`config.mk`:
```
export PLATFORM = sky130hd
export DESIGN_NAME = store_buffer
export DESIGN_NICKNAME = d
export VERILOG_FILES = /design/src/rtl/store_buffer.sv
export SDC_FILE = /design/constraint.sdc
export NUM_CORES = 1
export LEC_CHECK = 0
export CAP_MARGIN = 20
export CORE_UTILIZATION = 59
export DETAILED_ROUTE_END_ITERATION = 10
export PLACE_DENSITY = 0.82
export SLEW_MARGIN = 20
export SYNTH_ARGS = -nofsm -noshare
export SYNTH_HDL_FRONTEND = slang
export SYNTH_SLANG_ARGS = --single-unit
```
`constraint.sdc`:
```
create_clock -name clk_i -period 10.2 [get_ports clk_i]
set_clock_uncertainty 0.2 [all_clocks]
set_input_delay 2.55 -clock clk_i [delete_from_list [all_inputs] [get_ports clk_i]]
set_output_delay 2.55 -clock clk_i [all_outputs]
set_load 0.02 [all_outputs]
```
`src/rtl/store_buffer.sv`:
```
// Store buffer: circular FIFO of retiring stores with youngest-entry
// load forwarding and a partial-overlap stall indication.
package store_buffer_pkg;
    typedef enum logic [1:0] {
        BYTE = 2'd0,
        HALF = 2'd1,
        WORD = 2'd2
    } cache_access_size_t;
endpackage

module store_buffer
    import store_buffer_pkg::*;
#(
    parameter int DEPTH = 4
) (
    input  logic               clk_i,
    input  logic               reset_ni,
    input  logic               put_enable_i,
    input  logic [31:0]        put_addr_i,
    input  logic [31:0]        put_data_i,
    input  cache_access_size_t put_size_i,
    input  logic               get_enable_i,
    output logic [31:0]        get_addr_o,
    output logic [31:0]        get_data_o,
    output cache_access_size_t get_size_o,
    output logic               empty_o,
    output logic               full_o,
    input  logic [31:0]        snoop_addr_i,
    input  cache_access_size_t snoop_size_i,
    output logic               snoop_hit_o,
    output logic [31:0]        snoop_data_o,
    output logic               snoop_partial_o
);
    localparam int PTR_W = $clog2(DEPTH);
    localparam int CNT_W = PTR_W + 1;

    logic                 valid_q [DEPTH];
    logic [31:0]          addr_q  [DEPTH];
    logic [31:0]          data_q  [DEPTH];
    cache_access_size_t   size_q  [DEPTH];
    logic [PTR_W-1:0]     head_q, head_d;
    logic [PTR_W-1:0]     tail_q, tail_d;
    logic [CNT_W-1:0]     count_q, count_d;

    logic put_accept;
    logic get_accept;

    function automatic logic [3:0] byte_mask(input cache_access_size_t sz,
                                             input logic [1:0] off);
        case (sz)
            BYTE:    byte_mask = 4'b0001 << off;
            HALF:    byte_mask = 4'b0011 << off;
            default: byte_mask = 4'b1111;
        endcase
    endfunction

    assign empty_o    = (count_q == '0);
    assign full_o     = (count_q == CNT_W'(DEPTH));
    assign get_accept = get_enable_i && !empty_o;
    // A put into a full buffer is only legal when the head drains on the same edge.
    assign put_accept = put_enable_i && (!full_o || get_accept);

    always_comb begin
        head_d  = head_q;
        tail_d  = tail_q;
        count_d = count_q;
        if (get_accept) head_d = head_q + PTR_W'(1);
        if (put_accept) tail_d = tail_q + PTR_W'(1);
        if (put_accept && !get_accept) count_d = count_q + CNT_W'(1);
        else if (get_accept && !put_accept) count_d = count_q - CNT_W'(1);
    end

    always_ff @(posedge clk_i or negedge reset_ni) begin
        if (!reset_ni) begin
            head_q  <= '0;
            tail_q  <= '0;
            count_q <= '0;
            for (int i = 0; i < DEPTH; i++) begin
                valid_q[i] <= 1'b0;
                addr_q[i]  <= '0;
                data_q[i]  <= '0;
                size_q[i]  <= BYTE;
            end
        end else begin
            head_q  <= head_d;
            tail_q  <= tail_d;
            count_q <= count_d;
            if (get_accept) valid_q[head_q] <= 1'b0;
            // Put after get: at full, head and tail share a slot and the new entry must win.
            if (put_accept) begin
                valid_q[tail_q] <= 1'b1;
                addr_q[tail_q]  <= put_addr_i;
                data_q[tail_q]  <= put_data_i;
                size_q[tail_q]  <= put_size_i;
            end
        end
    end

    always_comb begin
        get_addr_o = '0;
        get_data_o = '0;
        get_size_o = BYTE;
        if (!empty_o) begin
            get_addr_o = addr_q[head_q];
            get_data_o = data_q[head_q];
            get_size_o = size_q[head_q];
        end
    end

    logic [3:0]       load_mask;
    logic [3:0]       sel_mask;
    logic [PTR_W-1:0] idx;
    logic [PTR_W-1:0] sel_idx;
    logic             sel_found;
    logic [31:0]      lane_bits;
    logic [31:0]      shifted;

    always_comb begin
        load_mask       = byte_mask(snoop_size_i, snoop_addr_i[1:0]);
        idx             = '0;
        sel_idx         = '0;
        sel_found       = 1'b0;
        sel_mask        = '0;
        lane_bits       = '0;
        shifted         = '0;
        snoop_hit_o     = 1'b0;
        snoop_partial_o = 1'b0;
        snoop_data_o    = '0;
        // Walk oldest to youngest so the last overlapping entry found is the youngest.
        for (int i = 0; i < DEPTH; i++) begin
            idx = head_q + PTR_W'(i);
            if (valid_q[idx] && (addr_q[idx][31:2] == snoop_addr_i[31:2]) &&
                |(byte_mask(size_q[idx], addr_q[idx][1:0]) & load_mask)) begin
                sel_found = 1'b1;
                sel_idx   = idx;
            end
        end
        if (sel_found) begin
            sel_mask = byte_mask(size_q[sel_idx], addr_q[sel_idx][1:0]);
            if ((sel_mask & load_mask) == load_mask) begin
                for (int k = 0; k < 4; k++) lane_bits[8*k +: 8] = {8{load_mask[k]}};
                shifted      = data_q[sel_idx] << {addr_q[sel_idx][1:0], 3'b000};
                snoop_hit_o  = 1'b1;
                snoop_data_o = shifted & lane_bits;
            end else begin
                snoop_partial_o = 1'b1;
            end
        end
    end
endmodule
```
==> results.json <==
{
  "layout-drive-gt1-share_pct": 34.85,
  "slew_headroom_pct": 20.58,
  "cts_made_buffers": 34,
  "leakage_nw": 11.61,
  "cts_hold_buffers": 0,
  "yosysTopAreaCellShare_pct": 29.87,
  "crit_chain": "clkdlybuf4s50_1 -> inv_1 -> o22ai_1 -> or4_1 -> nor2_1 -> o2111ai_1 -> or4b_1 -> o2111a_1 -> nor3_4 -> buf_12 -> buf_12 -> buf_4 -> mux4_2 -> a21oi_1 -> nor2_1 -> a21oi_4 -> buf_4 -> nor2_1 -> clkdlybuf4s50_1",
  "crit_family": "buffers and inverters",
  "slew_violations": 0,
  "outcome": "complete, but fails checks",
  "firstDrtPassIters": 6,
  "hold_ws_ps": 339.6,
  "crit_arrival_ps": 7490,
  "start_util_pct": 59.75,
  "placed_cells": 2840,
  "hold_violations": 0,
  "yosysWarnings": 0,
  "yosysTopAreaCell": "dfrtp_1",
  "wl_met1_um": 35080,
  "rsz0062_at_grt": "yes",
  "grt_pass1_vias": 20050,
  "max-cap-violations": 0,
  "clk_latency_ps": 570,
  "viasPerCell": 7.156,
  "portBuffers": 205,
  "p_per_area_nw_per_um2": 431.3,
  "worst-setup-path-type": "in -> out",
  "ir_drop_v": 0.0004973,
  "overflow": 0,
  "floorplan.core_area_sq_um": 38560,
  "stdcell_area_sq_um": 27960,
  "clockBufferDepth": 3,
  "rows": 72,
  "wl_met3_um": 9895,
  "yosysSeqAreaShare_pct": 29.87,
  "vias": 20840,
  "drt_iter0_drc": 2490,
  "die_area_sq_um": 39840,
  "syn-num-nets": 2194,
  "wl_per_cell_um": 29.72,
  "final.setup.worst_slack_ps": -36.36,
  "gp_congestion": 1.036,
  "syn_avg_cell_area_sq_um": 11.08,
  "cts_max_level": 2,
  "synth_edf_count": 0,
  "violations": "setup timing",
  "max_freq_mhz": 97.69,
  "crit_top_cell": "nor2_1",
  "dpl_cell_area_sq_um": 26690,
  "syn_inst": 2080,
  "ys.flop_type": "dfrtp_1",
  "fill_cells": 2679,
  "hold_path.class": "reg -> reg",
  "top_layer": "met5",
  "tns_ps": -48.48,
  "pin_count": 206,
  "crit_path_end_kind": "output port",
  "layout.nets": 2482,
  "worst_path_max_delay_cell": "or4_1",
  "seqCellArea_sq_um": 6889,
  "tritoncts": "built",
  "grt_usage_pct": 43.56,
  "dieWidth_um": 199.6,
  "yosysUniqueCellTypes": 98,
  "synth.area.top_cells": "dfrtp_1 30%, mux2_2 15%, mux4_2 14%",
  "instances_no_fill": 2912,
  "crit_path_start_kind": "input pin",
  "clkSlewWorstSetupHoldPaths_ps": 60,
  "syn2layout_area_growth_pct": 21.37,
  "grt_max_degree": 150,
  "die_h_um": 199.6,
  "ant_nets": 0,
  "drcViolationCount": 0,
  "worst_pin_slew_ps": 1191,
  "wl_met2_um": 38430,
  "period_share_pct": 100.4,
  "setup_viol": 2,
  "fin_crit_ps": 10240,
  "required_ps": 7450,
  "grt_first_pass_wirelength_um": 128100,
  "synth-async-reset-ratio_pct": 100.0,
  "dpl.hpwl_um": 61440,
  "path_max_fanout": 11,
  "cts_sinks": 275,
  "ys_ff_latch": 275,
  "cts-root-buf": "clkbuf_16",
  "routed_wl_um": 86530,
  "syn-cell-area_sq_um": 23040,
  "antenna_found_initial": 3,
  "max_stage_delay_ps": 590,
  "cp_num_buf_inv": 7,
  "multi_input_area_sq_um": 15130
}
==> final timing paths <==
check                                  from              end  cells past startpoint  slack [ps]
setup reg to reg                 count_q[1]       count_q[2]                      9        6840
hold / removal                   count_q[2]       count_q[2]                      1         340
setup / recovery           snoop_addr_i[30]  snoop_data_o[4]                     19         -40
max in group asynchronous          reset_ni        head_q[0]                      2        6490
hold reg to reg                  count_q[2]       count_q[2]                      1         340
min in group asynchronous          reset_ni       addr_q[16]                      1        1780
==> report_power, final <==
group	internal, mW	total, mW	switching, mW
Combinational	3.97	8.29	4.32
Clock	0.766	1.28	0.515
Sequential	1.66	2.49	0.832
==> cells in the mapped netlist (8+ instances only) <==
cell type / n
nand2_1: 88
dfrtp_1: 275
nor4_1: 10
o221ai_1: 11
a211oi_1: 24
o211ai_1: 33
o22ai_1: 36
o2bb2ai_1: 8
buf_2: 25
nor3_2: 14
buf_1: 23
o21ai_0: 23
a2111oi_0: 8
ha_1: 9
mux4_2: 147
a21oi_1: 32
nor3_1: 22
and2_1: 65
buf_4: 23
clkbuf_1: 94
nand4_1: 33
a22oi_1: 53
nand2b_1: 19
a31oi_1: 28
and3_1: 43
xor2_1: 21
a21o_1: 8
nor2_1: 68
nand3_1: 61
mux2_2: 306
mux2i_1: 151
inv_1: 28
a311oi_1: 10
buf_6: 19
nor2b_1: 18
xnor2_1: 92
==> layer usage <==
metal | vias up | track usage [%]
li1 | 8634 | -
met1 | 10500 | 62.92
met2 | 1445 | 64.90
met3 | 250 | 9.975
met4 | 4 | 13.37
met5 | - | 0
==> per-stage QoR <==
step,utilization [%],setup WS (ps),power [mW]
2_1_floorplan,-,759.2,7.503
3_3_place_gp,69.21,-81.46,10.25
3_5_place_dp,69.22,-207.8,10.44
4_1_cts,72.23,-52.81,11.80
5_1_grt,72.51,-159.2,12.50
6_report,72.51,-36.36,12.06
==> cell families after synthesis <==
family | after synthesis | share of synthesized area (%)
and+or+nand+nor | 499 | 12.44
adders and majority gates | 10 | 0.5757
buffers and inverters | 219 | 5.056
xor gates and xnor gates | 113 | 4.296
AOI/OAI and AO/OA | 357 | 11.72
muxes | 607 | 36.04
DFF | 275 | 29.87
==> cell usage in the layout, fill, tap and decap left out, types with 10 or more instances in the layout <==
cell type / count
a21oi_1: 32
dfrtp_1: 273
mux4_2: 147
xnor2_1: 92
o221ai_1: 11
mux2_2: 306
o21ai_0: 23
a211oi_1: 23
nor2_1: 68
nand2b_1: 19
a31oi_1: 28
o211ai_1: 33
dlygate4sd2_1: 10
and2_1: 65
clkbuf_16: 35
buf_12: 19
o22ai_1: 36
xor2_1: 21
nor3_1: 21
nand4_1: 33
mux2i_1: 150
buf_4: 216
clkdlybuf4s50_1: 169
a22oi_1: 53
nand2_1: 84
and3_1: 43
nor2b_1: 18
nor3_2: 14
nand3_1: 61
inv_1: 27
clkbuf_2: 14
==> worst reg2reg max path: cells and delay by family, from the launching register on <==
family	cells	cell delay, ps
simple gates	3	1190
fa+ha+maj	2	610
xor+xnor	2	360
buf+inv	2	510
flops	1	410
==> cell type report <==
cell class	instances	share of cell area [%]
Multi-Input combinational cell	1586	54.13
Tap cell	518	2.318
Sequential cell	275	24.64
Clock inverter	13	0.6981
Inverter	29	0.3893
Antenna cell	1	0.008950
Clock buffer	48	3.450
Timing Repair Buffer	442	14.37
==> repair_timing <==
item,in CTS,in global routing
gates cloned,0,0
setup buffers,1,9
pin swaps,0,3
setup endpoints to repair,33,33
gates resized for setup,30,58
==> registers in the layout, summed over array words and instances (netlist names) <==
name     cells
addr_q     128
data_q     128
size_q       8
valid_q      4
count_q      3
head_q       2
tail_q       2
Power figures use the tool's default switching activity.
